==> src/rtl/writeback_arbiter.sv <==
// Register-file write-port arbiter: primary writeback always wins, secondary writes queue in a
// small FIFO and drain when the primary is idle. Reports pending-write status for two registers.
module writeback_arbiter #(
    parameter int unsigned DEPTH    = 4,
    parameter int unsigned WIDTH    = 32,
    parameter int unsigned REG_BITS = 5
) (
    input  logic                         clk,
    input  logic                         resetN,
    input  logic                         priValid,
    input  logic [REG_BITS-1:0]          priReg,
    input  logic [WIDTH-1:0]             priData,
    input  logic                         secValid,
    output logic                         secReady,
    input  logic [REG_BITS-1:0]          secReg,
    input  logic [WIDTH-1:0]             secData,
    output logic                         regWrite,
    output logic [REG_BITS-1:0]          writeReg,
    output logic [WIDTH-1:0]             writeData,
    input  logic [REG_BITS-1:0]          queryReg1,
    input  logic [REG_BITS-1:0]          queryReg2,
    output logic                         busy1,
    output logic                         busy2,
    output logic [$clog2(DEPTH+1)-1:0]   secCount
);

    localparam int unsigned PtrW = $clog2(DEPTH);
    localparam int unsigned CntW = $clog2(DEPTH + 1);

    logic [REG_BITS-1:0] mem_reg_q  [DEPTH];
    logic [WIDTH-1:0]    mem_data_q [DEPTH];
    logic [PtrW-1:0]     wptr_q, rptr_q;
    logic [CntW-1:0]     count_q, count_d;
    logic                reg_write_q;
    logic [REG_BITS-1:0] write_reg_q;
    logic [WIDTH-1:0]    write_data_q;

    logic push, pop;

    assign secReady = (count_q < CntW'(DEPTH));
    // A reg-0 request completes its handshake but is dropped: writes to x0 are no-ops.
    assign push     = secValid && secReady && (secReg != '0);
    assign pop      = !priValid && (count_q != '0);

    always_comb begin
        count_d = count_q;
        if (push && !pop) begin
            count_d = count_q + CntW'(1);
        end else if (pop && !push) begin
            count_d = count_q - CntW'(1);
        end
    end

    always_ff @(posedge clk) begin
        if (push) begin
            mem_reg_q[wptr_q]  <= secReg;
            mem_data_q[wptr_q] <= secData;
        end
    end

    always_ff @(posedge clk or negedge resetN) begin
        if (!resetN) begin
            wptr_q       <= '0;
            rptr_q       <= '0;
            count_q      <= '0;
            reg_write_q  <= 1'b0;
            write_reg_q  <= '0;
            write_data_q <= '0;
        end else begin
            count_q <= count_d;
            if (push) begin
                wptr_q <= wptr_q + PtrW'(1);
            end
            if (priValid) begin
                reg_write_q  <= (priReg != '0);
                write_reg_q  <= priReg;
                write_data_q <= priData;
            end else if (pop) begin
                reg_write_q  <= 1'b1;
                write_reg_q  <= mem_reg_q[rptr_q];
                write_data_q <= mem_data_q[rptr_q];
                rptr_q       <= rptr_q + PtrW'(1);
            end else begin
                reg_write_q <= 1'b0;
            end
        end
    end

    // An entry is occupied when its distance from the read pointer is below the count.
    always_comb begin
        logic [PtrW-1:0] offset;
        logic            occupied;
        busy1 = 1'b0;
        busy2 = 1'b0;
        for (int i = 0; i < DEPTH; i++) begin
            offset   = PtrW'(i) - rptr_q;
            occupied = (CntW'(offset) < count_q);
            if (occupied && (queryReg1 != '0) && (mem_reg_q[i] == queryReg1)) begin
                busy1 = 1'b1;
            end
            if (occupied && (queryReg2 != '0) && (mem_reg_q[i] == queryReg2)) begin
                busy2 = 1'b1;
            end
        end
    end

    assign regWrite  = reg_write_q;
    assign writeReg  = write_reg_q;
    assign writeData = write_data_q;
    assign secCount  = count_q;

endmodule
==> config.mk <==
export PLATFORM = sky130hd
export DESIGN_NAME = writeback_arbiter
export DESIGN_NICKNAME = d
export VERILOG_FILES = /design/src/rtl/writeback_arbiter.sv
export SDC_FILE = /design/constraint.sdc
export NUM_CORES = 1
export LEC_CHECK = 0
export CAP_MARGIN = 25
export CORE_MARGIN = 5
export CORE_UTILIZATION = 50
export DETAILED_ROUTE_END_ITERATION = 7
export PLACE_DENSITY = 0.75
export SKIP_LAST_GASP = 1
export SLEW_MARGIN = 20
export SYNTH_ARGS = -nofsm -noshare
export SYNTH_HDL_FRONTEND = slang
export SYNTH_SLANG_ARGS = --single-unit
==> constraint.sdc <==
create_clock -name clk -period 3.56 [get_ports clk]
set_input_delay 0.712 -clock clk [delete_from_list [all_inputs] [get_ports clk]]
set_output_delay 0.712 -clock clk [all_outputs]
set_load 0.03 [all_outputs]
### After elaboration in Yosys (flattened, before gate mapping)

Memory sizes are Yosys's and may differ from the RTL's.
Index checks and enable logic that the tools add are counted.

* word-level logic and storage cells: 80
* bits in writable memories: 148
* memories: 2
* output and inout bits: 44
* register bits: 45
* ROM bits: 0
* latch bits: 0

Memories
* mem_data_q: words 4, width 32, read ports 1, clocked after Yosys merged registers in 0, wr ports 1, RTL line 31 `logic [WIDTH-1:0] mem_data_q [DEPTH];`
* mem_reg_q: words 4, width 5, read ports 5, clocked after Yosys merged registers in 0, wr ports 1, RTL line 30 `logic [REG_BITS-1:0] mem_reg_q [DEPTH];`

* divide/modulo/power cells: 0
* bitwise operators: 1
* add/subtract/negate cells: 8
* multiplexer cells: 18
* shift-type cells: 0
* reductions and logical operators: 32
* order comparisons: 5
* equal/unequal tests: 8
* multipliers: 0

Operators with widths (number)
* $mux 32: 2
* $eq 5x5->1: 8
* $logic_and 1x1->1: 21
* $reduce_bool 5->1: 4
* $lt 2x3->1: 4
* $mux 1: 12
* $mux 5: 2
* $mux 3: 2
* $add 2x1->2 const B: 2
* $reduce_bool 2->1: 2
* $sub 1x2->2 const A: 2
* $sub 2x2->2 const A: 2
* $add 3x1->3 const B: 1
* $logic_not 1->1: 3
* $lt 3x3->1 const B: 1
* $reduce_bool 3->1: 1
* $sub 3x1->3 const B: 1
* $reduce_and 2->1: 1
* $not 1->1: 1

### Depth between registers and ports, before layout

* depth after elaboration: 8
* mapped depth: 10
* mapped depth without buffers: 9

### Worst setup path before layout

Ideal clock, no wire load.

* path kind: register to output
* start point: register count_q[1] (netlist: secCount[1])
* end point: output port busy1
* buffers on the path: 0
* setup slack: 0.627 ns
* arrival: 2.221 ns
* cell stages (with the launch flop): 8
* cells stage by stage: dfrtp_1 > inv_1 > ha_1 > a21boi_1 > o21a_1 > nor4_1 > nor4_1 > a21oi_1

* cells in the longest elaborated chain, start to end: 7
* elaborated cells between the ends (all ways): 16
* those cells by class: order compare: 4; mux: 4; reduce/logical: 8

RTL lines
* from (decl): RTL line 33 `logic [CntW-1:0] count_q, count_d;`
* from (signal assigned): RTL line 70 `count_q <= count_d;`
* $lt 2x3->1: RTL line 97 `occupied = (CntW'(offset) < count_q);`
* $logic_and 1x1->1 (2 in a row): RTL line 98 `if (occupied && (queryReg1 != '0) && (mem_reg_q[i] == queryReg1)) begin`
* $mux 1 (3 in a row): RTL line 98
* $mux 1 (*): RTL line 98
* to (decl): RTL line 22 `output logic busy1,`

Mark *: on every way between the ends. The rest lies on a longest branch, timed or not.

### Worst setup path in the final report

* start point: register rptr_q[0]
* end point: output port busy2

* cells in the longest elaborated chain, start to end: 8
* elaborated cells between the ends (all ways): 20
* those cells by class: add/sub: 4; order compare: 4; mux: 4; reduce/logical: 8

RTL lines
* from (decl): RTL line 32 `logic [PtrW-1:0] wptr_q, rptr_q;`
* from (signal assigned): RTL line 82 `rptr_q <= rptr_q + PtrW'(1);`
* $sub 1x2->2: RTL line 96 `offset = PtrW'(i) - rptr_q;`
* $lt 2x3->1: RTL line 97
* $logic_and 1x1->1 (2 in a row): RTL line 101 `if (occupied && (queryReg2 != '0) && (mem_reg_q[i] == queryReg2)) begin`
* $mux 1 (3 in a row): RTL line 101
* $mux 1 (*): RTL line 101
* to (decl): RTL line 23 `output logic busy2,`

Marked as above.

==> results.sh <==
export IMPL_die_area_um2=18950
export IMPL_antenna_found_initial=2
export IMPL_period_share=0.9082
export IMPL_avgSynthCellArea_um2=16.87
export IMPL_cts_tree="yes"
export IMPL_syn_area_um2=8147
export IMPL_maxSlewHeadroom=0.4766
export IMPL_seq_area_um2=5573
export IMPL_vdd_drop_max_mv=0.4183
export IMPL_post_cts_setup_buffers=0
export IMPL_die_w_um=137.6
export IMPL_status="finished clean"
export IMPL_hp_class="primary input to asynchronous set/reset pin"
export IMPL_rows=46
export IMPL_setup_tns_ns=0
export IMPL_dr_pass1_iters=4
export IMPL_p_leak_nw=3.598
export IMPL_yosysUniqueCellTypes=38
export IMPL_overflow=0
export IMPL_setup_viol=0
export IMPL_synth_cells=483
export IMPL_layout_drive_gt1_share=0.1392
export IMPL_cp_end_kind="output port"
export IMPL_grt_util_all_layers=0.1908
export IMPL_gp_routability_congestion=0.8830
export IMPL_layout_cells_non_filler=841
export IMPL_port_buffers=131
export IMPL_first_global_vias=4829
export IMPL_worst_pin_slew_ns=0.7850
export IMPL_post_place_cells=810
export IMPL_vias=4566
export IMPL_crit_type="flip-flop to output port"
export IMPL_clockBufferDepth=2
export IMPL_syn_to_final_growth_pct=25.79
export IMPL_htreeDepth=4
export IMPL_routedWlPerCell_um=20.60
export IMPL_synth_area_leader_cell="edfxtp_1"
export IMPL_chipHeight_um=137.6
export IMPL_hpwlAfterDp_mm=11.80
export IMPL_critPathLaunchType="flip-flop"
export IMPL_multi_input_area_um2=2357
export IMPL_ys_seq_area_frac=0.6838
export IMPL_p_per_area_nw_per_um2=759.8
export IMPL_critPathMaxFanout=5
export IMPL_cts_clk_slew_worst_paths_ns=0.07
export IMPL_wl_met2_mm=8.792
export IMPL_finalCriticalPeriod_ns=3.233
export IMPL_fin_nets=711
export IMPL_finalClockSkew_ns=0.009319
export IMPL_grt_pass1_wl_mm=26.45
export IMPL_drt_total_wl_mm=17.33
export IMPL_io_pins=132
export IMPL_slew_viol_final=0
export IMPL_post_cts_resized=0
export IMPL_arrival_ns=2.52
export IMPL_synth_area_top_cells="edfxtp_1 55%, dfrtp_1 14%, mux4_2 9.7%, mux2i_1 4.1%, xnor2_1 3.1%"
export IMPL_vias_per_cell=5.429
export IMPL_core_area_um2=15940
export IMPL_power_w=0.007786
export IMPL_clockRootBuffer="clkbuf_16"
export IMPL_nFillCells=1159
export IMPL_drt_met1_wl_mm=7.151
export IMPL_rsz0062_at_grt="false"
export IMPL_grt_max_degree=40
export IMPL_n_antenna_cell=0
export IMPL_drc=0
export IMPL_finalHoldViolCount=0
export IMPL_ant_nets=0
export IMPL_fmax_ghz=0.3093
export IMPL_synth_warning_count=0
export IMPL_numCtsBuffers=17
export IMPL_synth_top_area_share=0.5455
export IMPL_max_cap_viol_count=0
export IMPL_routed_top_layer="met5"
export IMPL_cts_sinks=193
export IMPL_wl_met3_mm=1.008
export IMPL_required_ns=2.85
export IMPL_clock_latency_ns=0.42
export IMPL_fin_util=0.6428
export IMPL_postCtsHoldBufs=0
export IMPL_first_iter_violations=233
export IMPL_start_util=0.5110
export IMPL_synth_fp_nets=581
export IMPL_synth_seq_cells=193
==> layout by cell type (no fill, tap or decap), drive strengths merged <==
cell and count:
edfxtp 148, clkdlybuf4s50 127, dfrtp 45, mux4 37, nand2 35, o21ai 34, mux2i 33, xnor2 29
clkbuf 23, xor2 18, inv 15, buf 15, nor4 12, ha 9, nand3 8, and2 4
a222oi 4, nor2 4, nor3 3, a21oi 3, nand2b 2, o2bb2ai 2, o21a 2, clkinvlp 2
bufinv 2, clkinv 2, or3 1, o311a 1, nor2b 1, a21boi 1, a31oi 1, mux2 1
fa 1
==> final cells by class <==
class / count / area share
clock buffer: 23 / 0.04664
multi-input combinational: 246 / 0.2300
timing repair buffer: 142 / 0.1382
sequential: 193 / 0.5438
tap: 216 / 0.02637
clock inverter: 8 / 0.01013
inverter: 13 / 0.004762
==> through the flow <==
stage	setup WS, ns	hold WS, ns	instance area [µm²]
final	0.3267	0.3219	10250
after detailed placement	0.3601	0.4696	9666
after global routing	0.1648	0.3567	10250
after floorplan	0.6270	0.4164	8147
after CTS	0.3287	0.3280	10250
after global placement	0.3617	0.4629	9666
==> critical path, cell delays in order (launching register included) <==
cell,delay (ns)
dfrtp_2,0.44
xnor2_1,0.22
inv_1,0.09
ha_1,0.28
nand2b_1,0.05
o2bb2ai_1,0.27
nor4_1,0.11
nor4_1,0.37
a21oi_1,0.08
buf_4,0.18
==> kinds of logic (layout without fill, tap and decap cells) <==
family,after synthesis,after routing,share of synthesized area
flip-flops,193,193,0.6838
multiplexers,71,71,0.1451
AND/OR/NAND/NOR,70,70,0.04224
AO/OA/AOI/OAI,48,48,0.03456
XOR/XNOR,47,47,0.05053
buffers and inverters,44,186,0.02749
adder cells (fa/ha/maj),10,10,0.01628
==> state kept, by name (all words and copies together), names as in the netlist <==
name	cells
mem_data_q	128
regWrite	1
writeData	32
rptr_q	2
mem_reg_q	20
wptr_q	2
secCount	3
writeReg	5
==> path summary, 6_finish.rpt <==
path	startpoint	end	slack (ns)	depth (start not counted)
worst min register to register	writeData[1]	writeData[1]	0.48	2
worst max register to register	secCount[0]	secCount[1]	1.32	7
min in group clk	writeData[1]	writeData[1]	0.48	2
max in group asynchronous	resetN	rptr_q[0]	2.43	2
worst min-delay path	resetN	writeData[9]	0.32	1
worst max-delay path	rptr_q[0]	busy2	0.33	9
==> per-layer routing <==
metal / vias up / global-route usage
met1: 2302 / 0.2359
met2: 136 / 0.3224
li1: 2095 / -
met3: 29 / 0.04931
met5: - / 0
met4: 4 / 0.07428
==> synthesized netlist by cell type, drive strengths merged <==
cell type / n
a21boi: 1
a21oi: 3
a222oi: 4
a31oi: 1
and2: 4
buf: 17
clkbuf: 14
dfrtp: 45
edfxtp: 148
fa: 1
ha: 9
inv: 13
mux2: 1
mux2i: 33
mux4: 37
nand2: 35
nand2b: 2
nand3: 8
nor2: 4
nor2b: 1
nor3: 3
nor4: 12
o21a: 2
o21ai: 34
o2bb2ai: 2
o311a: 1
or3: 1
xnor2: 29
xor2: 18
==> where the power goes <==
group	switching, W	internal [W]
sequential	0.000259	0.00293
combinational	0.00150	0.00124
clock	0.000767	0.00109
No activity file was read; power rests on OpenSTA's default activity.
